$ cat src/rtl/ibex_icache_inval_ctrl.sv
`default_nettype none
// ----------------------------------------------------------------------------
// ibex_icache_inval_ctrl: sequences icache invalidation (scramble key fetch,
// then a full tag clear) and arbitrates the tag RAM port. Rev 1.0
// ----------------------------------------------------------------------------
module ibex_icache_inval_ctrl #(
  parameter int unsigned            NumWays    = 2,
  parameter int unsigned            IndexW     = 6,
  parameter int unsigned            TagSizeECC = 22,
  parameter logic [TagSizeECC-1:0]  InvalTag   = '0,
  parameter bit                     ScrKeyEn   = 1'b1
) (
  input  logic                   clk_i,
  input  logic                   rst_i,
  input  logic                   inval_i,
  input  logic [NumWays-1:0]     lk_tag_req_i,
  input  logic                   lk_tag_write_i,
  input  logic [IndexW-1:0]      lk_tag_addr_i,
  input  logic [TagSizeECC-1:0]  lk_tag_wdata_i,
  output logic                   lk_gnt_o,
  output logic [NumWays-1:0]     ic_tag_req_o,
  output logic                   ic_tag_write_o,
  output logic [IndexW-1:0]      ic_tag_addr_o,
  output logic [TagSizeECC-1:0]  ic_tag_wdata_o,
  output logic                   scr_key_req_o,
  input  logic                   scr_key_valid_i,
  output logic                   busy_o,
  output logic                   inval_done_o
);

  localparam logic [2:0] ST_INIT     = 3'd0;
  localparam logic [2:0] ST_KEY_REQ  = 3'd1;
  localparam logic [2:0] ST_KEY_WAIT = 3'd2;
  localparam logic [2:0] ST_CLEAR    = 3'd3;
  localparam logic [2:0] ST_IDLE     = 3'd4;

  // Entry point of every invalidation sequence depends on key support.
  localparam logic [2:0] ST_START = ScrKeyEn ? ST_KEY_REQ : ST_CLEAR;

  localparam logic [IndexW-1:0] CNT_MAX = '1;

  logic [2:0]        state_q, state_d;
  logic [IndexW-1:0] cnt_q, cnt_d;
  logic              pend_q, pend_d;
  logic              done_q, done_d;
  logic              clear_last;
  logic              resequence;

  assign clear_last = (cnt_q == CNT_MAX);
  assign resequence = pend_q | inval_i;

  always_comb begin
    state_d = state_q;
    cnt_d   = cnt_q;
    pend_d  = pend_q;
    done_d  = 1'b0;
    case (state_q)
      ST_INIT: begin
        state_d = ST_START;
      end
      ST_KEY_REQ: begin
        if (!scr_key_valid_i) begin
          state_d = ST_KEY_WAIT;
        end
      end
      ST_KEY_WAIT: begin
        if (scr_key_valid_i) begin
          state_d = ST_CLEAR;
        end
      end
      ST_CLEAR: begin
        cnt_d = cnt_q + 1'b1;
        if (clear_last) begin
          cnt_d  = '0;
          pend_d = 1'b0;
          if (resequence) begin
            state_d = ST_START;
          end else begin
            state_d = ST_IDLE;
            done_d  = 1'b1;
          end
        end else begin
          pend_d = resequence;
        end
      end
      ST_IDLE: begin
        if (inval_i) begin
          state_d = ST_START;
        end
      end
      default: begin
        state_d = ST_INIT;
        cnt_d   = '0;
        pend_d  = 1'b0;
      end
    endcase
  end

  always_ff @(posedge clk_i) begin
    if (rst_i) begin
      state_q <= ST_INIT;
      cnt_q   <= '0;
      pend_q  <= 1'b0;
      done_q  <= 1'b0;
    end else begin
      state_q <= state_d;
      cnt_q   <= cnt_d;
      pend_q  <= pend_d;
      done_q  <= done_d;
    end
  end

  // Lookup is passed through combinationally only while idle and not being
  // pre-empted by a new invalidation request in the same cycle.
  always_comb begin
    lk_gnt_o       = 1'b0;
    ic_tag_req_o   = '0;
    ic_tag_write_o = 1'b0;
    ic_tag_addr_o  = '0;
    ic_tag_wdata_o = '0;
    scr_key_req_o  = 1'b0;
    busy_o         = 1'b1;
    case (state_q)
      ST_KEY_REQ: begin
        scr_key_req_o = 1'b1;
      end
      ST_CLEAR: begin
        ic_tag_req_o   = '1;
        ic_tag_write_o = 1'b1;
        ic_tag_addr_o  = cnt_q;
        ic_tag_wdata_o = InvalTag;
      end
      ST_IDLE: begin
        busy_o   = 1'b0;
        lk_gnt_o = ~inval_i;
        if (!inval_i) begin
          ic_tag_req_o   = lk_tag_req_i;
          ic_tag_write_o = lk_tag_write_i;
          ic_tag_addr_o  = lk_tag_addr_i;
          ic_tag_wdata_o = lk_tag_wdata_i;
        end
      end
      default: begin
        busy_o = 1'b1;
      end
    endcase
  end

  assign inval_done_o = done_q;

endmodule
`default_nettype wire

$ cat config.mk
export PLATFORM = sky130hd
export DESIGN_NAME = ibex_icache_inval_ctrl
export DESIGN_NICKNAME = d
export VERILOG_FILES = /design/src/rtl/ibex_icache_inval_ctrl.sv
export SDC_FILE = /design/constraint.sdc
export NUM_CORES = 1
export LEC_CHECK = 0
export CAP_MARGIN = 15
export CORE_MARGIN = 3
export CORE_UTILIZATION = 35
export CTS_CLUSTER_DIAMETER = 200
export CTS_CLUSTER_SIZE = 16
export DETAILED_ROUTE_END_ITERATION = 10
export PLACE_DENSITY = 0.85
export SLEW_MARGIN = 40
export SYNTH_ARGS = -nofsm -noshare
export SYNTH_HDL_FRONTEND = slang
export SYNTH_SLANG_ARGS = --single-unit
$ cat constraint.sdc
create_clock -name clk_i -period 4.2 [get_ports clk_i]
set_clock_uncertainty 0.05 [all_clocks]
set_input_delay 0.63 -clock clk_i [delete_from_list [all_inputs] [get_ports clk_i]]
set_output_delay 0.63 -clock clk_i [all_outputs]
set_load 0.01 [all_outputs]
# == Word-level counts from Yosys, hierarchy flattened ==
# Cells that the tools add are included.
# op_classes
add_sub_neg,1
eq_ne,9
n_mux,22
n_bitwise,4
n_reduce_logical,4
# ops
operator,n
$mux 22,2
$pmux 6 s2,2
$mux 3,5
$pmux 3 s5,1
$mux 6,2
$ne 2x2->1 const B,4
$add 6x1->6 const B,1
$eq 3x2->1 const B,2
$eq 6x6->1 const B,1
$mux 1,6
$pmux 1 s2,2
$pmux 2 s2,1
$reduce_and 4->1,1
$reduce_or 4->1,1
$eq 3x1->1 const B,1
$eq 3x3->1 const B,1
$logic_not 3->1,1
$not 1->1,3
$reduce_or 3->1,1
$mux 2,1
$or 1x1->1,1
# totals
reg_bits,11
output_inout_bits,35

# == Logic depth before layout (Yosys ltp) ==
# Gate-level depths: netlist (run 1).
# logic_depth
depth_word,4
ltp_mapped,6

# == Worst setup path before layout (run 1) ==
# OpenSTA, ideal clock, no wires.
# synth_path
kind,register -> output
startpoint,register state_q[2]
endpoint,output port ic_tag_wdata_o[10]
arrival_time_ps,1200
required_ps,3520
path_slack_ps,2320
path_stages_with_launch,5
n_path_buf,1
path_cell_list,dfxtp_1 or3b_4 nor2_4 buf_2 and2_1
# synth_between
elab_chain_len,2
# synth_lines
element,line_no,rtl
"start, declared",42,"logic [2:0] state_q, state_d;"
"start signal, assigned",106,state_q <= state_d;
$eq 3x3->1,123,case (state_q)
$mux 22,123,
"end, declared",24,"output logic [TagSizeECC-1:0] ic_tag_wdata_o,"
# Every way passes these cells.

# == Final worst setup path (run 1) ==
# layout_path
startpoint,register state_q[2]
endpoint,output port ic_tag_addr_o[0]
# layout_between
elab_chain_len,2
# layout_lines
element,line_no,rtl
$eq 3x3->1 / $eq 3x2->1 (equally long branches),123,
$pmux 6 s2 (*),123,
"end, declared",23,"output logic [IndexW-1:0] ic_tag_addr_o,"
# Mark *: on every way between the ends. The rest lies on a longest branch, timed or not.

==> results of run 1 <==
-- layout make-up --
type / count / area [sq um]
fillers: 195 / 734
inverters: 2 / 7.51
multi-input cells: 82 / 562
well taps: 28 / 35.0
clock buffers: 4 / 26.3
flip-flops and latches: 11 / 220
repair buffers: 69 / 691
-- layout by cell type, fill, tap and decap left out, types with 3 or more instances in the layout --
cell type,count
clkdlybuf4s50_1,69
and2_1,22
dfxtp_1,11
a22o_1,6
a21oi_1,5
nand2b_1,3
nor2_1,3
a21o_1,3
a31oi_1,3
a211oi_1,3
nand2_1,3
nor3_1,3
clkbuf_4,3
-- per-stage QoR --
stage	area [sq um]	power [mW]
floorplan	861	0.130
global placement	1520	0.165
detailed placement	1520	0.166
CTS	1540	0.238
global route	1540	0.247
finish	1540	0.235
-- power groups by stage --
| stage | registers, mW | logic, mW | clock network (mW) |
|---|---|---|---|
| 6_report | 0.112 | 0.0510 | 0.0723 |
| 5_1_grt | 0.112 | 0.0555 | 0.0789 |
| 4_1_cts | 0.112 | 0.0515 | 0.0745 |
| 3_5_place_dp | 0.114 | 0.0514 | 0 |
| 3_3_place_gp | 0.114 | 0.0506 | 0 |
| 2_1_floorplan | 0.111 | 0.0193 | 0 |
-- state kept, by name, indices dropped and copies added, names as in the netlist --
name and cells:
pend_q 1, state_q 3, cnt_q 6, inval_done_o 1
-- routing by layer --
| metal | global-route usage (%) | part of all wire [%] | vias up |
|---|---|---|---|
| li1 | - | - | 511 |
| met1 | 19.5 | 39 | 451 |
| met2 | 33.4 | 53 | 57 |
| met3 | 2.55 | 6.9 | 4 |
| met4 | 6.25 | 1.3 | 0 |
| met5 | 0 | 0 | - |
-- kinds of logic after synthesis --
kind of cell | Yosys count | share of synthesized area, %
flip-flops | 11 | 25.6
buffers and inverters | 12 | 9.16
AND/OR/NAND/NOR | 49 | 36.5
AO/OA/AOI/OAI | 31 | 26.0
adder cells (fa/ha/maj) | 2 | 2.76
-- how the worst max path moves through the flow --
stage               slack, ps        from                 end  depth (start not counted)
detailed placement       1070     inval_i    ic_tag_addr_o[0]                          4
CTS                      1060     inval_i    ic_tag_addr_o[0]                          4
global route              940  state_q[2]    ic_tag_addr_o[5]                          4
floorplan                2320  state_q[2]  ic_tag_wdata_o[10]                          4
global placement         1140     inval_i    ic_tag_addr_o[2]                          4
finish                   1080  state_q[2]    ic_tag_addr_o[0]                          4
-- critical path, cell delays in order, from the launching register on --
cell and delay [ps]:
dfxtp_1 520, or3b_4 460, nor2_4 420, a22o_1 220, clkdlybuf4s50_1 540
==> results.md, run 1 <==
Outcome:
- The run finished with clean final reports.

Yosys:
- Ranked by total cell area, the synthesized netlist is headed by dfxtp_1 26%, and2_1 16%, a22o_1 6.1%, buf_6 3.9%, a21oi_1 2.9%.
- For this run, the number of Yosys warnings is 0.
- The number of unique standard cell types used by synthesis is 39.
- The fraction of synthesized cell area taken by the top area cell type is 25.6%.
- Sorting the synthesized cells by how often they occur yields 22 x and2_1, 11 x dfxtp_1, 6 x a22o_1.
- In the synthesized netlist the dominant register cell turns out to be dfxtp_1.
- Synthesis inferred 11 register bits.
- The synthesized design contains 0 enable-type register cells.
- The post-synthesis cell area is 861 sq um.
- The async set-or-reset flop fraction in the synthesized netlist is 0%.
- dfxtp_1 takes more of the synthesized area than any other cell.
- Each instance of the synthesized netlist takes up on average 8.20 sq um.
- The cell count after synthesis is 105.
- The sequential fraction of the synthesis area is 25.6%.
- Counting every net in the synthesized netlist gives 141.
- The most common cell in the synthesized netlist is and2_1.

Finish:
- The count of cells in the finished layout, fillers not included, comes to 196.
- At the end of the flow, the number of nets in the layout was 205.
- The growth of design area from synthesis to finish is 79.1%.
- The final standard cell utilization of the core is 67.7%.
- The share of layout cells above drive strength 1 is 3.57%.
- The number of antenna diodes in the final layout is 0.

Clock tree:
- The deepest clock path buffer count is 2.
- The CTS tree is done.
- In this run the post-CTS setup repair buffer count came out at 0.
- The clock net in this run drives a total of 11 sinks.
- The clock-pin slew reported for the worst setup and hold paths after clock tree synthesis is 70 ps.
- The buffer type at the clock tree root is clkbuf_4.
- The quantity of gates resized following cts is 0.
- Hold repair after CTS inserted 0 buffers.
- Clock latency on the worst-skew pair, taken at its later pin, is 270 ps.
- The number of levels in the clock H-tree is 1.
- The number of buffers created by CTS is 3.

Timing:
- Setup violations remaining at the end of the flow were counted as 0.
- The transition time at the pin with the least slew margin is 518 ps.
- The summed negative setup slack over all endpoints is 0 ps.
- Setup repair after global routing left no endpoint under its margin.
- The tightest slew margin relative to the limit is 65.4%.
- The hold violation total from the final report came to 0.
- The number of pins exceeding their max-slew limit in the final report is 0.
- The worst setup slack after layout is 1080 ps.
- The minimum hold slack is 486 ps.
- The fmax is 321 MHz.
- For the finished layout, the period the worst path requires is 3120 ps.
- The portion of the clock cycle consumed by the worst path in the final layout is 74.2%.

Placement:
- Before CTS, the worst setup slack after placement is 1070 ps.
- The placer's final routability congestion estimate is 0.841.
- The half-perimeter wire length after detailed placement is 2210 microns.
- The port buffer count is 69.
- The placed instance count is 192.

Floorplanning:
- The initial core utilization is 37.8%.
- The floorplan step defined a die boundary enclosing 0.00309 sq mm.
- From left edge to right edge, the die measures 55.6 microns.
- The total number of placement rows is 17.
- During I/O placement, the number of pins put on the boundary was 70.
- The die height is 55.6 microns.
- The core region is 0.00228 sq mm.

Global route:
- The initial antenna violation count is 0.
- The via count of the first global-routing pass is 948.
- After global routing the overflow that remains totals 0.
- Global routing used 17.6% of the available tracks.
- Entering global routing, the biggest net connects 33 pins.
- The first global-routing pass estimated 4440 microns of wire.

Power and ir drop:
- The maximum vdd ir drop is 0.125 mV.
- The sequential group share of total power is 47.6%.
- Summed over all nets, the switching power comes to 0.0551 mW.
- Dividing total power by cell area gives a power density of 153 mW/mm^2.
- Combinational cells account for 21.7% of the total power.
- Net switching is 23.4% of the power.
- The analysis attributes to cell leakage a power of 0.554 nW.
- The clock network fraction of design power is 30.7%.
- The internal power contribution is 0.180 mW.

Critical path:
- The required time of the worst setup path is 3520 ps.
- The depth of the most critical reg-to-reg path is 3.
- The minimum setup slack among reg-to-reg paths is 2520 ps.
- The critical path is of the flop to output pin type.
- The worst setup path is launched from a flop.
- In this run the critical register-to-register path is captured at cnt_q[3].
- The maximum net fanout on the critical path is 32.
- The arrival time reported for the critical path endpoint is 2440 ps.
- The kind of capture point of the worst setup path is an output pin.
- The startpoint of the worst register-to-register path is state_q[1].

Route:
- The routed layout has 1023 vias.
- The number of DRC markers after the initial detailed-route iteration is 26.
- The final wirelength is 2710 microns.
- The remaining antenna violation count after routing is 0.
- The per-cell routed wire length is 13.8 microns.
- The detailed-router iteration count before antenna repair is 4.
- The DRC violation count after routing is 0.
- The per-cell via count in the routed design is 5.22.

Hold path:
- The endpoint with the worst hold slack is pend_q.
- The type of the most critical hold path is flop to flop.
- The worst hold path passes through 2 cells.
- The worst hold path startpoint is pend_q.

Flow run:
- Max-cap violations in this run came to 0.
(Power assumes the default switching activity.)
==> run 2, diff against run 1 <==
Settings changed: CORE_UTILIZATION 35 to 29, PLACE_DENSITY 0.85 to 0.76.
Clock period 4.2 ns to 2.8 ns, I/O delays scaled along.
==> run 2 against run 1 <==
Power increased by 52%. Utilization down 11 points. Final cell count increased by 4.1%. Critical path type unchanged. Non-clock buffer count is 5 higher. Die area increased by 18%. Sequential power grew 47%. Design area grew 2.7%. Sequential share of layout area down 0.37 points. Via count rose by 3.4%. Combinational power increased by 63%. Wire length rose by 11%.
==> results.md, run 2 (synthesized netlist as in run 1, its figures left out) <==
Clock tree:
- The CTS sink count is 11 (unchanged).
- CTS placed an instance of clkbuf_4 at the clock tree root.
- The clock insertion delay at the later pin of the skew report was 260 ps (about the same).
- The hold buffer count at CTS is 0 (unchanged).
- The deepest clock path buffer count is 2 (unchanged).
- The clock-pin slew reported for the worst setup and hold paths after clock tree synthesis is 70 ps (about the same).
- The CTS tree is done.
- The quantity of gates resized following cts came to 0 (unchanged).
- The number of levels in the clock H-tree came to 1 (unchanged).
- The post-CTS repair timing setup buffer count is 0 (unchanged).
- The number of buffers created by CTS came to 3 (unchanged).

Timing:
- The number of pins exceeding their max-slew limit in the final report is 0 (unchanged).
- The portion of the clock cycle consumed by the worst path in the final layout is 92.7%.
- The fmax is 385 MHz.
- Setup repair after global routing left no endpoint under its margin.
- The summed negative setup slack over all endpoints is 0 ps (unchanged).
- The hold violation total from the final report is 0 (unchanged).
- The final-report setup violation count came to 0 (unchanged).
- For the finished layout, the period the worst path requires is 2590 ps.
- The transition time at the pin with the least slew margin was 458 ps (-60.5 ps).
- The tightest slew margin relative to the limit is 69.4% (+4.0 points).

Flow run:
- The number of max-cap violations was 0 (unchanged).

Power and ir drop:
- The maximum vdd ir drop is 0.183 mV (+46%).
- The power per cell area is 226 mW/mm^2 (+48%).
- The total power is 0.357 mW (+52%).
- The leakage dissipation came to 0.581 nW (+4.8%).

Finish:
- The final net count is 210 (+2.4%).
- The top cell types in the final layout, fill and taps aside, are 69 x clkdlybuf4s50_1, 22 x and2_1, 11 x dfxtp_1.
- The antenna diode count is 0 (unchanged).
- The number of flip-flops in the largest register is 6 (unchanged).
- The final standard cell utilization of the core is 56.9% (-11 points).
- The commonest non-fill, non-tap cell in the layout is clkdlybuf4s50_1.
- The area growth from synthesis to layout is 83.9%.
- In the final layout, the registers with the most flip-flops are cnt_q: 6 flops, state_q: 3 flops.
- The register with the most flip-flops in the final layout is cnt_q.
- The share of layout cells above drive strength 1 is 6.36% (+2.8 points).

Floorplanning:
- The top-level I/O count was 70 (unchanged).
- The area of the core was 0.00278 sq mm (+22%).
- The width of the die is 60.5 microns (+8.8%).
- The total number of placement rows is 19 (+2).
- The initial core utilization is 30.9% (-6.9 points).
- The die outline area is 0.00366 sq mm (+18%).
- The die height is 60.5 microns (+8.8%).

Critical path:
- The arrival time reported for the critical path endpoint came to 2120 ps (-320 ps).
- The signal on the critical path passes through or3b_4 > nor2_4 > buf_4 > and2_1 > clkdlybuf4s50_1.
- The required time of the worst setup path came to 2330 ps (-1190 ps).
- The nature of the critical path startpoint is a flop.
- The largest incremental delay on the critical path was 540 ps (about the same).
- Broken down by cell family, the worst path's largest delay share belongs to buffers and inverters.
- The maximum net fanout on the critical path was 17 (-47%).
- The combined buffer and inverter count along the critical path is 2 (+1).
- The kind of capture point of the worst setup path is an output pin.
- The critical path in this run is classified as flop to output pin.
- The cell type of the slowest stage on the worst timing path is clkdlybuf4s50_1.

Route:
- The via count was 1058 (+3.4%).
- The DRC violation count after routing came to 0 (unchanged).
- The remaining antenna violation count after routing is 0 (unchanged).
- The per-cell via count in the routed design is 5.19 (-0.63%).
- The number of DRC markers after the initial detailed-route iteration is 49 (+88%).
- The final wirelength came to 3020 microns (+11%).
- The detailed-router iteration count before antenna repair is 4 (unchanged).
- The per-cell routed wire length was 14.8 microns (+6.9%).

Outcome:
- The run finished with clean final reports.

Global route:
- The met3 demand-to-capacity share in global routing is 4.47% (+1.9 points).
- The global routing met1 resource utilization came to 22.2% (+2.7 points).
- The global-route usage over all layers is 16.2% (-1.4 points).
- The largest net degree at the start of global routing was 18 (-45%).
- The via count of the first global-routing pass is 887 (-6.4%).
- The global routing stage identified its most utilized layer as met2.
- The global-route wire length before repair came to 4510 microns (+1.6%).
- The initial antenna violation count is 0 (unchanged).
- The total overflow reported by the global router is 0 (unchanged).
- The met2 track demand over resource is 24.8% (-8.6 points).

Placement:
- The placer's final routability congestion estimate is 0.785 (-6.8%).
- The half-perimeter wire length after detailed placement is 2490 microns (+13%).
- The port buffer count came to 69 (unchanged).

Hold path:
- The type of the most critical hold path is flop to flop.
run 2: cell count changes in the layout (fill, tap and decap cells not counted), sizes merged:
cell,previous run,this run
buf,0,5
run 2: per-layer routing:
metal / vias up / wire, microns
met5: - / 0
met1: 469 / 1300
li1: 522 / -
met4: 0 / 0
met2: 67 / 1310
met3: 0 / 405
run 2: report_power, final:
group / total, mW / switching [mW] / internal (mW)
clock network: 0.109 / 0.0539 / 0.0551
registers: 0.165 / 0.00558 / 0.160
logic: 0.0830 / 0.0256 / 0.0574
run 2: final timing paths:
check | from | end | slack (ps) | depth (start not counted)
setup reg to reg | state_q[1] | state_q[2] | 1050 | 4
hold / removal | cnt_q[1] | cnt_q[1] | 510 | 2
hold reg to reg | cnt_q[1] | cnt_q[1] | 510 | 2
setup / recovery | state_q[1] | ic_tag_wdata_o[17] | 210 | 5
run 2: tightest hold or removal path: stages (launching register included):
cell	delay (ps)
dfxtp_1	370
nand2b_1	90
a21oi_1	50
run 2: layout make-up:
type | count | area (sq um)
well taps | 31 | 38.8
clock buffers | 4 | 26.3
flip-flops and latches | 11 | 220
inverters | 2 | 7.51
repair buffers | 74 | 728
fillers | 270 | 1200
multi-input cells | 82 | 562
run 2: metrics by stage:
step | worst slack (ps) | area [sq um] | cells | hold WS, ps
final | 205 | 1580 | 204 | 508
after global routing | 75.6 | 1580 | 204 | 543
after CTS | 183 | 1580 | 204 | 505
after detailed placement | 307 | 1560 | 200 | 496
after global placement | 335 | 1560 | 200 | 498
after floorplan | 1130 | 861 | 105 | 448
